$ cat config.mk
export PLATFORM = sky130hd
export DESIGN_NAME = led_activity_flat
export DESIGN_NICKNAME = d
export VERILOG_FILES = /design/src/rtl/led_activity_if.sv /design/src/rtl/led_activity.sv /design/src/flat_wrapper.sv
export SDC_FILE = /design/constraint.sdc
export NUM_CORES = 1
export LEC_CHECK = 0
export BUFFER_PORTS_ARGS = -buffer_cell sky130_fd_sc_hd__buf_2
export CORE_UTILIZATION = 50
export CTS_CLUSTER_SIZE = 10
export DETAILED_ROUTE_END_ITERATION = 10
export GPL_ROUTABILITY_DRIVEN = 0
export PLACE_DENSITY = 0.7
export SYNTH_ARGS = -nofsm -noshare
export SYNTH_HDL_FRONTEND = slang
export SYNTH_SLANG_ARGS = --single-unit
$ cat constraint.sdc
create_clock -name clk -period 2.35 [get_ports clk]
set_input_delay 0.1175 -clock clk [delete_from_list [all_inputs] [get_ports clk]]
set_output_delay 0.1175 -clock clk [all_outputs]
set_load 0.03 [all_outputs]
$ cat src/rtl/led_activity_if.sv
// Host register-write bus shared with the OPL3 core.
// The master drives writes; led_activity listens on the slave side.
interface led_activity_if;
  logic       valid;
  logic       bank_num;
  logic [7:0] address;
  logic [7:0] data;

  modport master (output valid, bank_num, address, data);
  modport slave  (input  valid, bank_num, address, data);
endinterface

$ cat src/rtl/led_activity.sv
// Key-on tracker for all 18 OPL3 channels, folded onto NUM_LEDS outputs.
// Each LED is driven in level, pulse-stretch, PWM-dimmed level or off mode.
module led_activity #(
  parameter int NUM_LEDS    = 9,
  parameter int HOLD_CYCLES = 1000000,
  parameter int PWM_BITS    = 4
) (
  input  logic                clk,
  input  logic                reset_n,
  led_activity_if.slave       opl3_reg_wr,
  input  logic [1:0]          mode,
  input  logic [PWM_BITS-1:0] brightness,
  output logic [NUM_LEDS-1:0] led,
  output logic [17:0]         key_on_state
);

  localparam int CNT_W = $clog2(HOLD_CYCLES + 1);

  logic [17:0]         r_key_on;
  logic [PWM_BITS-1:0] r_pwm;
  logic [NUM_LEDS-1:0] r_led;

  logic                w_chan_wr;
  logic [4:0]          w_chan;
  logic [17:0]         w_chan_sel;
  logic [17:0]         w_rise;
  logic [NUM_LEDS-1:0] w_lvl;
  logic [NUM_LEDS-1:0] w_hit;
  logic [NUM_LEDS-1:0] w_busy;
  logic                w_pwm_on;
  logic [NUM_LEDS-1:0] w_led_next;

  // Inside B0h..B8h the channel offset is simply the low address nibble.
  assign w_chan_wr  = opl3_reg_wr.valid &&
                      (opl3_reg_wr.address >= 8'hB0) &&
                      (opl3_reg_wr.address <= 8'hB8);
  assign w_chan     = (opl3_reg_wr.bank_num ? 5'd9 : 5'd0) + {1'b0, opl3_reg_wr.address[3:0]};
  assign w_chan_sel = w_chan_wr ? (18'd1 << w_chan) : 18'd0;
  assign w_rise     = opl3_reg_wr.data[5] ? (w_chan_sel & ~r_key_on) : 18'd0;

  always_ff @(posedge clk or negedge reset_n) begin
    if (!reset_n) begin
      r_key_on <= '0;
    end else if (opl3_reg_wr.data[5]) begin
      r_key_on <= r_key_on | w_chan_sel;
    end else begin
      r_key_on <= r_key_on & ~w_chan_sel;
    end
  end

  function automatic logic [17:0] led_mask(input int idx);
    logic [17:0] m;
    m = '0;
    for (int c = 0; c < 18; c++) begin
      if ((c % NUM_LEDS) == idx) m = m | (18'd1 << c);
    end
    return m;
  endfunction

  // Channels sharing an LED share one stretch counter; any rising edge reloads it.
  for (genvar i = 0; i < NUM_LEDS; i++) begin : g_led
    localparam logic [17:0] MASK = led_mask(i);
    logic [CNT_W-1:0] r_hold;

    assign w_lvl[i]  = |(r_key_on & MASK);
    assign w_hit[i]  = |(w_rise & MASK);
    assign w_busy[i] = (r_hold != '0);

    always_ff @(posedge clk or negedge reset_n) begin
      if (!reset_n) begin
        r_hold <= '0;
      end else if (w_hit[i]) begin
        r_hold <= CNT_W'(HOLD_CYCLES);
      end else if (r_hold != '0) begin
        r_hold <= r_hold - CNT_W'(1);
      end
    end
  end

  always_ff @(posedge clk or negedge reset_n) begin
    if (!reset_n) begin
      r_pwm <= '0;
    end else begin
      r_pwm <= r_pwm + 1'b1;
    end
  end

  assign w_pwm_on = (r_pwm < brightness);

  always_comb begin
    w_led_next = '0;
    case (mode)
      2'd0:    w_led_next = w_lvl;
      2'd1:    w_led_next = w_busy;
      2'd2:    w_led_next = w_lvl & {NUM_LEDS{w_pwm_on}};
      default: w_led_next = '0;
    endcase
  end

  always_ff @(posedge clk or negedge reset_n) begin
    if (!reset_n) begin
      r_led <= '0;
    end else begin
      r_led <= w_led_next;
    end
  end

  assign led          = r_led;
  assign key_on_state = r_key_on;

endmodule

$ cat src/flat_wrapper.sv
// flat-port wrapper written by rule: the top's interface ports become plain ports
module led_activity_flat 
#(
  parameter int NUM_LEDS    = 9,
  parameter int HOLD_CYCLES = 1000000,
  parameter int PWM_BITS    = 4
)
  (clk, reset_n, mode, brightness, led, key_on_state, opl3_reg_wr_valid, opl3_reg_wr_bank_num, opl3_reg_wr_address, opl3_reg_wr_data);
  led_activity_if opl3_reg_wr_i ();
  input  logic clk;
  input  logic reset_n;
  input  logic [1:0] mode;
  input  logic [PWM_BITS-1:0] brightness;
  output logic [NUM_LEDS-1:0] led;
  output logic [17:0] key_on_state;
  input wire logic [$bits(opl3_reg_wr_i.valid)-1:0] opl3_reg_wr_valid;
  input wire logic [$bits(opl3_reg_wr_i.bank_num)-1:0] opl3_reg_wr_bank_num;
  input wire logic [$bits(opl3_reg_wr_i.address)-1:0] opl3_reg_wr_address;
  input wire logic [$bits(opl3_reg_wr_i.data)-1:0] opl3_reg_wr_data;
  assign opl3_reg_wr_i.valid = opl3_reg_wr_valid;
  assign opl3_reg_wr_i.bank_num = opl3_reg_wr_bank_num;
  assign opl3_reg_wr_i.address = opl3_reg_wr_address;
  assign opl3_reg_wr_i.data = opl3_reg_wr_data;
  led_activity #(.NUM_LEDS(NUM_LEDS), .HOLD_CYCLES(HOLD_CYCLES), .PWM_BITS(PWM_BITS)) u_core (.clk(clk), .reset_n(reset_n), .opl3_reg_wr(opl3_reg_wr_i), .mode(mode), .brightness(brightness), .led(led), .key_on_state(key_on_state));
endmodule
==> results of run 1 <==
==> synthesized netlist by cell type (all sizes together), types with 2 or more instances <==
cell type,n
dfrtp,211
nor2,159
nand2,87
nor3,77
a21oi,52
xnor2,52
or3,41
nand3,40
o21ai,39
xor2,38
nor4,36
inv,31
or4,23
clkbuf,19
mux2,18
nor2b,18
ha,17
o211ai,17
a211oi,15
nand4,15
mux2i,14
nand2b,13
o31ai,13
or2,13
and2,9
buf,9
nor3b,9
a2111oi,8
a211o,8
o32ai,8
o21a,7
nand3b,6
o32a,6
nand4b,5
o22ai,5
nor4b,4
o311ai,4
o41ai,4
a31oi,3
and3,3
o2111ai,3
a21boi,2
o211a,2
==> stage by stage <==
step / setup TNS [ns] / cell area (µm²) / power (mW)
after floorplan: 0 / 11200 / 6.50
after global placement: 0 / 12100 / 7.14
after detailed placement: 0 / 12100 / 7.23
after CTS: 0 / 12800 / 10.6
after global routing: -0.00492 / 12800 / 11.2
final: 0 / 12800 / 10.5
==> cell type report <==
class                      instances  share of cell area (%)
clock inverter                     1                  0.0683
inverter                          31                   0.907
multi-input combinational        904                    44.4
tap                              280                    2.73
clock buffer                      33                    5.19
timing repair buffer             104                    5.52
sequential                       211                    41.2
==> worst paths after layout <==
kind | to | cells after the start
setup / recovery | u_core.g_led[1].r_hold[19]$_DFFE_PN0P_ | 5
setup reg to reg | u_core.g_led[1].r_hold[19]$_DFFE_PN0P_ | 5
max in group asynchronous | u_core.g_led[4].r_hold[17]$_DFFE_PN0P_ | 3
hold reg to reg | u_core.r_pwm[0]$_DFF_PN0_ | 1
min in group asynchronous | u_core.g_led[0].r_hold[10]$_DFFE_PN0P_ | 2
hold / removal | u_core.led[7]$_DFF_PN0_ | 3
==> sequential cells by signal, indices dropped and copies added, names as in the netlist, named ones only <==
signal,count
u_core.g_led.r_hold,180
u_core.led,9
u_core.r_pwm,4
==> cells by family after synthesis <==
group | after synthesis | share of synthesized area [%]
AO/OA/AOI/OAI | 200 | 12.5
XOR/XNOR | 90 | 7.05
adder cells (fa/ha/maj) | 17 | 1.90
buffers and inverters | 59 | 2.09
flip-flops | 211 | 47.2
multiplexers | 32 | 3.07
AND/OR/NAND/NOR | 565 | 26.1
==> worst min-delay path: stages <==
cell	delay [ns]
sky130_fd_sc_hd__buf_2	0.16
sky130_fd_sc_hd__nor3_1	0.20
sky130_fd_sc_hd__o32ai_1	0.11
==> power by group <==
group | switching [mW] | internal, mW | total, mW
clock network | 1.40 | 1.94 | 3.34
logic | 1.21 | 1.02 | 2.24
registers | 0.676 | 4.28 | 4.96
==> metal layers <==
metal | part of all wire, % | wire length, µm
met1 | 48 | 11400
met3 | 5.2 | 1250
met5 | 0 | 0
met2 | 45 | 10800
met4 | 2.3 | 548
==> what timing repair did <==
item                                   CTS  global route
endpoints found under the hold margin   72             0
buffers inserted                         0             0
gates resized for setup                  0             4
setup endpoints to repair                0            10
hold buffers                             2             0
==> qor.tcl, run 1 <==
set qor(crit_type) {flop to flop}
set qor(outcome) {finished clean}
set qor(syn-instance-count) 1174
set qor(m3_gr_usage_pct) 4.19
set qor(synth_edf_count) 0
set qor(cellPowerDensity_mw_per_mm2) 821
set qor(die_w_um) 152
set qor(ant_cells) 0
set qor(synth-seq-cells) 211
set qor(globalRouteOverflowTotal) 0
set qor(final_antenna_net_count) 0
set qor(min-delay-path-class) {input port to flop}
set qor(post-synth-top-area-fraction_pct) 47.2
set qor(tritoncts) {built}
set qor(hold_slack_ns) 0.119
set qor(grt-busiest-layer) {met2}
set qor(chipHeight_um) 152
set qor(drc_violations_left) 0
set qor(clock_tree.buffer_depth) 3
set qor(finalNetCount) 1320
set qor(place.detailed.instances) 1528
set qor(startpoint_type) {flop}
set qor(setup_ws_ns) 0.112
set qor(synthDominantAreaCellType) {sky130_fd_sc_hd__dfrtp_1}
set qor(core_rows) 54
set qor(area_used_by_multi_input_combinational_logic_mm2) 0.00570
set qor(grt_antenna_before_repair) 0
set qor(slew_headroom_pct) 41.7
set qor(grt_max_degree) 74
set qor(worst_setup_path_startpoint) {u_core.g_led[1].r_hold[5]$_DFFE_PN0P_}
set qor(worst_hold_path_startpoint) {mode[0]}
set qor(clock_tree.htree_level_count) 1
set qor(io_buffer_count) 45
set qor(groute.layer.met2.usage_pct) 35.0
set qor(r2r_start) {u_core.g_led[1].r_hold[5]$_DFFE_PN0P_}
set qor(detail_route.wl_per_cell_um) 15.4
set qor(clkLatencyLatePin_ns) 0.52
set qor(yosys.cell_types.count) 67
set qor(worst_ir_drop_vdd_mv) 0.466
set qor(grt_setup_unrepaired) {yes}
set qor(max_slew.worst_pin.slew_ns) 0.865
set qor(critical_path.most_common_cell) {sky130_fd_sc_hd__or4_4}
set qor(detailedRoute.firstPassIterationCount) 5
set qor(setup_viol) 0
set qor(global_route.usage.met1_pct) 29.9
set qor(via_count_of_the_first_global_routing_pass) 8455
set qor(total_wire_length_um) 24000
set qor(sequential_cell_area_mm2) 0.00528
set qor(highest_count_cells_in_the_layout_ignoring_fill_and_taps) {211 x sky130_fd_sc_hd__dfrtp_1, 157 x sky130_fd_sc_hd__nor2_1, 87 x sky130_fd_sc_hd__nand2_1}
set qor(design.core.area_mm2) 0.0219
set qor(avg_synthesized_cell_area_um2) 9.52
set qor(fin_worst_skew_ns) 0.0149
set qor(design.portCount) 53
set qor(dr.first_iter.drc_count) 473
set qor(slowest_stage) {sky130_fd_sc_hd__or4_4}
set qor(netlist_area_mm2) 0.0112
set qor(synth_sequential_area_ratio_pct) 47.2
set qor(final_hold_viol_count) 0
set qor(max_clock_freq_ghz) 0.447
set qor(die_footprint_mm2) 0.0230
set qor(cp-end-kind) {flop}
set qor(place_worst_setup_slack_ns) 0.0527
set qor(final_cells) 1564
set qor(fin_util_pct) 58.6
set qor(ys_dominant_reg_cell) {sky130_fd_sc_hd__dfrtp_1}
set qor(required_ns) 2.75
set qor(cts-buffers-inserted) 25
set qor(finalMaxSlewViolations) 0
set qor(detailroute.via_count) 8942
set qor(areaGrowthSynthToFinish_pct) 14.8
set qor(timing.critical_path.cells) {or4_4, or4_4, a2111oi_4, xnor2_1, nand2_1}
set qor(grt_pass1_wl_um) 40300
set qor(post_syn_nets) 1217
set qor(power.leakage_nw) 4.69
set qor(cts.reportedPaths.clkPinSlew_ns) 0.06
set qor(drv.max_cap_violation_count) 0
set qor(critPathTopFamily) {simple AND/OR/NAND/NOR gates}
set qor(min_period_ns) 2.24
set qor(layout_commonest_cell) {sky130_fd_sc_hd__dfrtp_1}
set qor(synth_warnings) 0
set qor(synth_top_cells_by_area) {sky130_fd_sc_hd__dfrtp_1 47%, sky130_fd_sc_hd__nor2_1 5.3%, sky130_fd_sc_hd__xnor2_1 4.1%, sky130_fd_sc_hd__nor3_1 3.4%, sky130_fd_sc_hd__xor2_1 3.0%}
set qor(period_share_pct) 95.2
set qor(timing.critical_path.fanout_max) 6
set qor(grtUsageTotal_pct) 21.7
set qor(critPathArrivalTime_ns) 2.64
set qor(clock_root_cell) {sky130_fd_sc_hd__clkbuf_16}
set qor(timing.critical_path.slowest_cell_delay_ns) 0.58
set qor(r2r_slack_ns) 0.11
set qor(place_hpwl_um) 17000
set qor(final_layout_size_suffix_gt1_share_pct) 14.3
set qor(initial_utilization_pct) 51.1
set qor(nFillCells) 1890
set qor(avgViaCountPerCell) 5.72
set qor(worstPathBufferInverterCount) 0
set qor(clock_sink_count) 211
set qor(async_flop_share_pct) 100
No activity file was read; power rests on OpenSTA's default activity.
==> run 2, diff against run 1 <==
--- a/config.mk
+++ b/config.mk
@@ -7,6 +7,7 @@
 export LEC_CHECK = 0
 export BUFFER_PORTS_ARGS = -buffer_cell sky130_fd_sc_hd__buf_2
 export CORE_UTILIZATION = 50
+export CTS_BUF_LIST = sky130_fd_sc_hd__clkbuf_16
 export CTS_CLUSTER_SIZE = 10
 export DETAILED_ROUTE_END_ITERATION = 10
 export GPL_ROUTABILITY_DRIVEN = 0
==> run 2 against run 1 <==
Against the previous run:
- final area about the same
- global-route usage about the same
- via count rose by 0.12%
- non-clock buffer count unchanged
- setup slack hardly changed
- clock skew decreased by 0.00074 ns
- hold slack worse by 0.00051 ns
- die area did not move
- core utilization hardly changed
- combinational power is essentially flat
- fmax is essentially flat
- critical endpoint unchanged
==> qor.tcl, run 2 (synthesis gave the netlist of run 1 again) <==
set qor(highest_count_cells_in_the_layout_ignoring_fill_and_taps) {211 x sky130_fd_sc_hd__dfrtp_1, 157 x sky130_fd_sc_hd__nor2_1, 87 x sky130_fd_sc_hd__nand2_1} ;# unchanged
set qor(finalMaxSlewViolations) 0 ;# unchanged
set qor(nFillCells) 1890 ;# unchanged
set qor(die_footprint_mm2) 0.0230 ;# unchanged
set qor(power.leakage_nw) 4.71 ;# was 4.69 nW
set qor(design_power_total_mw) 10.5 ;# about the same
set qor(top_register_by_number_of_flip_flops) {u_core.g_led.r_hold} ;# unchanged
set qor(place_worst_setup_slack_ns) 0.0527 ;# unchanged
set qor(max_clock_freq_ghz) 0.447 ;# about the same
set qor(initial_utilization_pct) 51.1 ;# unchanged
set qor(place_area_mm2) 0.0121 ;# unchanged
set qor(critPathArrivalTime_ns) 2.63 ;# was 2.64 ns
set qor(grt_antenna_before_repair) 0 ;# unchanged
set qor(timing.critical_path.fanout_max) 6 ;# unchanged
set qor(cellPowerDensity_mw_per_mm2) 817 ;# was 821 mW/mm²
set qor(largest_register_ffs) 180 ;# unchanged
set qor(drc_violations_left) 0 ;# unchanged
set qor(detail_route.wl_per_cell_um) 15.3 ;# was 15.4 µm
set qor(total_wire_length_um) 24000 ;# about the same
set qor(worst_ir_drop_vdd_mv) 0.466 ;# about the same
set qor(grtUsageTotal_pct) 21.7 ;# about the same
set qor(cts.reportedPaths.clkPinSlew_ns) 0.06 ;# about the same
set qor(finalNetCount) 1320 ;# unchanged
set qor(place_hpwl_um) 17000 ;# unchanged
set qor(fin_worst_skew_ns) 0.0141 ;# was 0.0149 ns
set qor(timing.critical_path.slowest_cell_delay_ns) 0.58 ;# about the same
set qor(final_antenna_net_count) 0 ;# unchanged
set qor(critical_path.most_common_cell) {sky130_fd_sc_hd__or4_4} ;# unchanged
set qor(crit_type) {flop to flop} ;# unchanged
set qor(cts-buffers-inserted) 25 ;# unchanged
set qor(cp-end-kind) {flop} ;# unchanged
set qor(post_layout_instance_area_mm2) 0.0128 ;# about the same
set qor(layout_commonest_cell) {sky130_fd_sc_hd__dfrtp_1} ;# unchanged
set qor(chipHeight_um) 152 ;# unchanged
set qor(slew_headroom_pct) 41.8 ;# was 41.7%
set qor(slowest_stage) {sky130_fd_sc_hd__or4_4} ;# unchanged
set qor(startpoint_type) {flop} ;# unchanged
set qor(globalRouteOverflowTotal) 0 ;# unchanged
set qor(setup_ws_ns) 0.112 ;# about the same
set qor(clock_sink_count) 211 ;# unchanged
set qor(final_layout_size_suffix_gt1_share_pct) 14.3 ;# about the same
set qor(dr.first_iter.drc_count) 495 ;# was 473
set qor(io_buffer_count) 45 ;# unchanged
set qor(required_ns) 2.75 ;# about the same
set qor(worstPathBufferInverterCount) 0 ;# unchanged
set qor(avgViaCountPerCell) 5.72 ;# about the same
set qor(detailedRoute.firstPassIterationCount) 5 ;# unchanged
set qor(area_used_by_multi_input_combinational_logic_mm2) 0.00570 ;# unchanged
set qor(outcome) {finished clean} ;# unchanged
set qor(areaGrowthSynthToFinish_pct) 14.7 ;# was 14.8%
set qor(sequential_cell_area_mm2) 0.00528 ;# unchanged
set qor(fin_util_pct) 58.6 ;# about the same
set qor(grt_pass1_wl_um) 40400 ;# was 40,300 µm
set qor(grt_setup_unrepaired) {yes} ;# unchanged
set qor(detailroute.via_count) 8953 ;# was 8,942
set qor(max_slew.worst_pin.slew_ns) 0.864 ;# was 0.865 ns
set qor(ant_cells) 0 ;# unchanged
set qor(clock_tree.htree_level_count) 1 ;# unchanged
set qor(via_count_of_the_first_global_routing_pass) 8459 ;# was 8,455
set qor(design.core.area_mm2) 0.0219 ;# unchanged
set qor(die_w_um) 152 ;# unchanged
set qor(timing.critical_path.cells) {or4_4, or4_4, a2111oi_4, xnor2_1, nand2_1} ;# unchanged
set qor(core_rows) 54 ;# unchanged
set qor(drv.max_cap_violation_count) 0 ;# unchanged
set qor(period_share_pct) 95.3 ;# was 95.2%
set qor(clock_root_cell) {sky130_fd_sc_hd__clkbuf_16} ;# unchanged
set qor(critPathTopFamily) {simple AND/OR/NAND/NOR gates} ;# unchanged
set qor(final_hold_viol_count) 0 ;# unchanged
set qor(grt_max_degree) 74 ;# unchanged
set qor(min_period_ns) 2.24 ;# about the same
set qor(clock_tree.buffer_depth) 3 ;# unchanged
set qor(min-delay-path-class) {input port to flop} ;# unchanged
set qor(tritoncts) {built} ;# unchanged
set qor(setup_viol) 0 ;# unchanged
set qor(post-cts-setup-buffers) 0 ;# unchanged
set qor(clkLatencyLatePin_ns) 0.52 ;# about the same
set qor(design.portCount) 53 ;# unchanged
==> run 2: changes by cell type in the layout (fill, tap and decap cells not counted) <==
cell	previous run	this run
sky130_fd_sc_hd__clkbuf_1	7	0
sky130_fd_sc_hd__clkbuf_8	1	0
sky130_fd_sc_hd__clkinv_1	0	1
sky130_fd_sc_hd__inv_1	31	38
==> run 2: tightest hold or removal path, cell delays in order <==
cell                      delay [ns]
sky130_fd_sc_hd__buf_2          0.16
sky130_fd_sc_hd__nor3_1         0.20
sky130_fd_sc_hd__o32ai_1        0.11
==> run 2: layout make-up <==
| cell class | instances | share of cell area, % |
|---|---|---|
| flip-flops and latches | 211 | 41.2 |
| well taps | 280 | 2.73 |
| inverters | 31 | 0.908 |
| multi-input cells | 904 | 44.5 |
| repair buffers | 104 | 5.52 |
| clock inverters | 9 | 0.303 |
| clock buffers | 25 | 4.88 |
==> run 2: worst paths after layout <==
| check | to | cells after the start | slack, ns | from |
|---|---|---|---|---|
| min reg2reg | u_core.r_pwm[0]$_DFF_PN0_ | 1 | 0.48 | u_core.r_pwm[0]$_DFF_PN0_ |
| max reg2reg | u_core.g_led[1].r_hold[19]$_DFFE_PN0P_ | 5 | 0.11 | u_core.g_led[1].r_hold[5]$_DFFE_PN0P_ |
| max in group asynchronous | u_core.g_led[4].r_hold[17]$_DFFE_PN0P_ | 3 | 1.46 | reset_n |
| min | u_core.led[7]$_DFF_PN0_ | 3 | 0.12 | mode[0] |
| min in group asynchronous | u_core.g_led[0].r_hold[18]$_DFFE_PN0P_ | 2 | 0.18 | reset_n |
| max | u_core.g_led[1].r_hold[19]$_DFFE_PN0P_ | 5 | 0.11 | u_core.g_led[1].r_hold[5]$_DFFE_PN0P_ |
==> run 2: metrics by stage <==
stage / hold WS, ns / cells / setup TNS (ns)
2_1_floorplan: -0.178 / 1174 / 0
3_3_place_gp: 0.132 / 1528 / 0
3_5_place_dp: 0.132 / 1528 / 0
4_1_cts: 0.0965 / 1564 / 0
5_1_grt: 0.175 / 1564 / -0.00514
6_report: 0.118 / 1564 / 0
==> run 2: per-layer routing <==
metal  share of wire [%]  vias up  global-route usage, %
met5                   0        -                      0
met4                 2.3        0                   5.35
met3                 4.9       37                   4.19
met2                  45      151                   35.1
met1                  48     4291                   29.9
li1                    -     4474                      -
==> run 2: what timing repair did <==
action                                  CTS  global route
gates resized for setup                   0             4
endpoints found under the hold margin    72             0
hold buffers                              2             0
endpoints found under the setup margin    0            10
==> run 2: power by group <==
| part | internal, mW | switching [mW] | total (mW) | leakage (nW) |
|---|---|---|---|---|
| registers | 4.28 | 0.677 | 4.96 | 2.25 |
| clock network | 1.88 | 1.40 | 3.28 | 0.351 |
| logic | 1.02 | 1.22 | 2.24 | 2.11 |
| total | 7.18 | 3.29 | 10.5 | 4.71 |
==> run 3, diff against run 2 <==
--- a/config.mk
+++ b/config.mk
@@ -6,12 +6,11 @@
 export NUM_CORES = 1
 export LEC_CHECK = 0
 export BUFFER_PORTS_ARGS = -buffer_cell sky130_fd_sc_hd__buf_2
-export CORE_UTILIZATION = 50
+export CORE_UTILIZATION = 35
 export CTS_BUF_LIST = sky130_fd_sc_hd__clkbuf_16
 export CTS_CLUSTER_SIZE = 10
 export DETAILED_ROUTE_END_ITERATION = 10
 export GPL_ROUTABILITY_DRIVEN = 0
-export PLACE_DENSITY = 0.7
 export SYNTH_ARGS = -nofsm -noshare
 export SYNTH_HDL_FRONTEND = slang
 export SYNTH_SLANG_ARGS = --single-unit
==> run 3 against run 2 <==
Against the previous run:
- global-route usage down 5.7 points
- first-iteration DRC count up 18%
- sequential share of layout area down 0.90 points
- final area up 2.2%
- die area up 42%
- non-clock buffer count up 5
- critical path type unchanged
- critical endpoint unchanged
- largest cell class unchanged
==> qor.tcl, run 3 (synthesis gave the netlist of run 1 again) <==
set qor(m3_gr_usage_pct) 3.47 ;# was 4.19%
set qor(ff2ff_path_depth) 5 ;# unchanged
set qor(r2r_slack_ns) 0.08 ;# was 0.11 ns
set qor(core_rows) 65 ;# was 54
set qor(grt_setup_unrepaired) {yes} ;# unchanged
set qor(total_wire_length_um) 25500 ;# was 24,000 µm
set qor(timing.critical_path.fanout_max) 6 ;# unchanged
set qor(fin_worst_skew_ns) 0.00804 ;# was 0.0141 ns
set qor(outcome) {finished clean} ;# unchanged
set qor(power.share.switching_pct) 31.0 ;# was 31.4%
set qor(clkLatencyLatePin_ns) 0.52 ;# about the same
set qor(finalMaxSlewViolations) 0 ;# unchanged
set qor(grt_antenna_before_repair) 1 ;# was 0
set qor(min_period_ns) 2.27 ;# was 2.24 ns
set qor(global_route.usage.met1_pct) 22.3 ;# was 29.9%
set qor(areaGrowthSynthToFinish_pct) 17.3 ;# was 14.7%
set qor(globalRouteOverflowTotal) 0 ;# unchanged
set qor(highest_count_cells_in_the_layout_ignoring_fill_and_taps) {211 x sky130_fd_sc_hd__dfrtp_1, 157 x sky130_fd_sc_hd__nor2_1, 87 x sky130_fd_sc_hd__nand2_1} ;# unchanged
set qor(detail_route.wl_per_cell_um) 15.0 ;# was 15.3 µm
set qor(clock_tree.buffer_depth) 3 ;# unchanged
set qor(fin_util_pct) 41.6 ;# was 58.6%
set qor(cts-buffers-inserted) 26 ;# was 25
set qor(grt_max_degree) 62 ;# was 74
set qor(design.portCount) 53 ;# unchanged
set qor(design.core.area_mm2) 0.0315 ;# was 0.0219 mm²
set qor(detailedRoute.firstPassIterationCount) 5 ;# unchanged
set qor(startpoint_type) {flop} ;# unchanged
set qor(final_cells) 1699 ;# was 1,564
set qor(hold_slack_ns) 0.101 ;# was 0.118 ns
set qor(largest_register_ffs) 180 ;# unchanged
set qor(cts.reportedPaths.clkPinSlew_ns) 0.05 ;# was 0.06 ns
set qor(min-delay-path-class) {input port to async pin} ;# was input port to flop
set qor(final_hold_viol_count) 0 ;# unchanged
set qor(power.leakage_nw) 4.82 ;# was 4.71 nW
set qor(via_count_of_the_first_global_routing_pass) 8643 ;# was 8,459
set qor(max_clock_freq_ghz) 0.440 ;# was 0.447 GHz
set qor(period_share_pct) 96.7 ;# was 95.3%
set qor(grtUsageTotal_pct) 15.9 ;# was 21.7%
set qor(max_slew.worst_pin.slew_ns) 0.890 ;# was 0.864 ns
set qor(worst_ir_drop_vdd_mv) 0.491 ;# was 0.466 mV
set qor(critPathArrivalTime_ns) 2.67 ;# was 2.63 ns
set qor(grt_pass1_wl_um) 43400 ;# was 40,400 µm
set qor(initial_utilization_pct) 35.5 ;# was 51.1%
set qor(cellPowerDensity_mw_per_mm2) 824 ;# was 817 mW/mm²
set qor(clock_root_cell) {sky130_fd_sc_hd__clkbuf_16} ;# unchanged
set qor(final_antenna_net_count) 0 ;# unchanged
set qor(top_register_by_number_of_flip_flops) {u_core.g_led.r_hold} ;# unchanged
set qor(pwr-share-clk_pct) 33.3 ;# was 31.3%
set qor(r2r_start) {u_core.g_led[1].r_hold[5]$_DFFE_PN0P_} ;# unchanged
set qor(place_hpwl_um) 18200 ;# was 17,000 µm
set qor(dr.first_iter.drc_count) 584 ;# was 495
set qor(setup_viol) 0 ;# unchanged
set qor(clock_tree.htree_level_count) 1 ;# unchanged
set qor(die_footprint_mm2) 0.0327 ;# was 0.0230 mm²
set qor(crit_type) {flop to flop} ;# unchanged
set qor(finalNetCount) 1326 ;# was 1,320
set qor(clock_sink_count) 211 ;# unchanged
set qor(chipHeight_um) 181 ;# was 152 µm
set qor(layout_commonest_cell) {sky130_fd_sc_hd__dfrtp_1} ;# unchanged
set qor(ant_cells) 0 ;# unchanged
set qor(avgViaCountPerCell) 5.28 ;# was 5.72
set qor(logic_pwr_share_pct) 20.8 ;# was 21.4%
set qor(power.net_switching_mw) 3.35 ;# was 3.29 mW
set qor(tritoncts) {built} ;# unchanged
set qor(drc_violations_left) 0 ;# unchanged
set qor(finalSetupTns_ns) 0 ;# unchanged
set qor(final_layout_size_suffix_gt1_share_pct) 14.6 ;# was 14.3%
set qor(p_int_mw) 7.45 ;# was 7.18 mW
set qor(design_power_total_mw) 10.8 ;# was 10.5 mW
set qor(groute.layer.met2.usage_pct) 25.4 ;# was 35.1%
set qor(slew_headroom_pct) 40.1 ;# was 41.8%
set qor(drv.max_cap_violation_count) 0 ;# unchanged
set qor(grt-busiest-layer) {met2} ;# unchanged
set qor(detailroute.via_count) 8970 ;# was 8,953
set qor(power.sequential.fraction_pct) 46.0 ;# was 47.3%
set qor(required_ns) 2.75 ;# about the same
set qor(io_buffer_count) 45 ;# unchanged
set qor(critical_path.reg2reg.endpoint) {u_core.g_led[1].r_hold[19]$_DFFE_PN0P_} ;# unchanged
set qor(cp-end-kind) {flop} ;# unchanged
set qor(die_w_um) 181 ;# was 152 µm
set qor(place.detailed.instances) 1655 ;# was 1,528
[run 3: worst max path at each step]
stage                                                     start                                      to  slack (ns)  depth (start not counted)
final                     u_core.g_led[1].r_hold[5]$_DFFE_PN0P_  u_core.g_led[1].r_hold[19]$_DFFE_PN0P_        0.08                          5
after global routing      u_core.g_led[1].r_hold[0]$_DFFE_PN0P_   u_core.g_led[1].r_hold[5]$_DFFE_PN0P_       -0.02                          7
after CTS                 u_core.g_led[1].r_hold[0]$_DFFE_PN0P_   u_core.g_led[1].r_hold[6]$_DFFE_PN0P_        0.03                          7
after detailed placement  u_core.g_led[1].r_hold[0]$_DFFE_PN0P_   u_core.g_led[1].r_hold[6]$_DFFE_PN0P_        0.04                          7
after global placement    u_core.g_led[1].r_hold[0]$_DFFE_PN0P_   u_core.g_led[1].r_hold[6]$_DFFE_PN0P_        0.04                          7
after floorplan           u_core.g_led[1].r_hold[0]$_DFFE_PN0P_  u_core.g_led[1].r_hold[18]$_DFFE_PN0P_        0.04                          8
[run 3: stage by stage]
step,area [µm²],worst slack [ns]
6_report,13100,0.0767
5_1_grt,13100,-0.0179
4_1_cts,13100,0.0280
3_5_place_dp,12300,0.0404
3_3_place_gp,12300,0.0416
2_1_floorplan,11200,0.0371
[run 3: metal layers]
metal,up-vias,part of all wire [%]
li1,4489,-
met1,4318,48
met3,26,5.2
met2,137,45
met4,0,1.3
met5,-,0
[run 3: power by group through the flow]
| stage | sequential, mW | clock, mW | combinational [mW] |
|---|---|---|---|
| after floorplan | 4.89 | 0 | 1.61 |
| after global placement | 4.98 | 0 | 2.19 |
| after detailed placement | 4.99 | 0 | 2.26 |
| after CTS | 4.95 | 3.71 | 2.26 |
| after global routing | 5.08 | 3.87 | 2.59 |
| final | 4.97 | 3.59 | 2.25 |
[run 3: layout make-up]
| type | count | area, µm² |
|---|---|---|
| repair buffers | 109 | 746 |
| fillers | 3098 | 18400 |
| multi-input cells | 904 | 5700 |
| flip-flops and latches | 211 | 5280 |
| clock buffers | 27 | 676 |
| clock inverters | 15 | 82.6 |
| inverters | 31 | 116 |
| well taps | 402 | 503 |
[run 3: timing repair]
action                                 CTS  global route
setup endpoints to repair                0            12
buffers inserted                         0             0
resized for setup                        0             7
hold buffers                             2             0
endpoints found under the hold margin  163             0
[run 3: worst max-delay path, cell delays in order, from the launching register on]
cell	delay, ns
sky130_fd_sc_hd__dfrtp_1	0.40
sky130_fd_sc_hd__or4_4	0.56
sky130_fd_sc_hd__or4_4	0.62
sky130_fd_sc_hd__a2111oi_4	0.35
sky130_fd_sc_hd__xnor2_1	0.15
sky130_fd_sc_hd__nand2_1	0.07
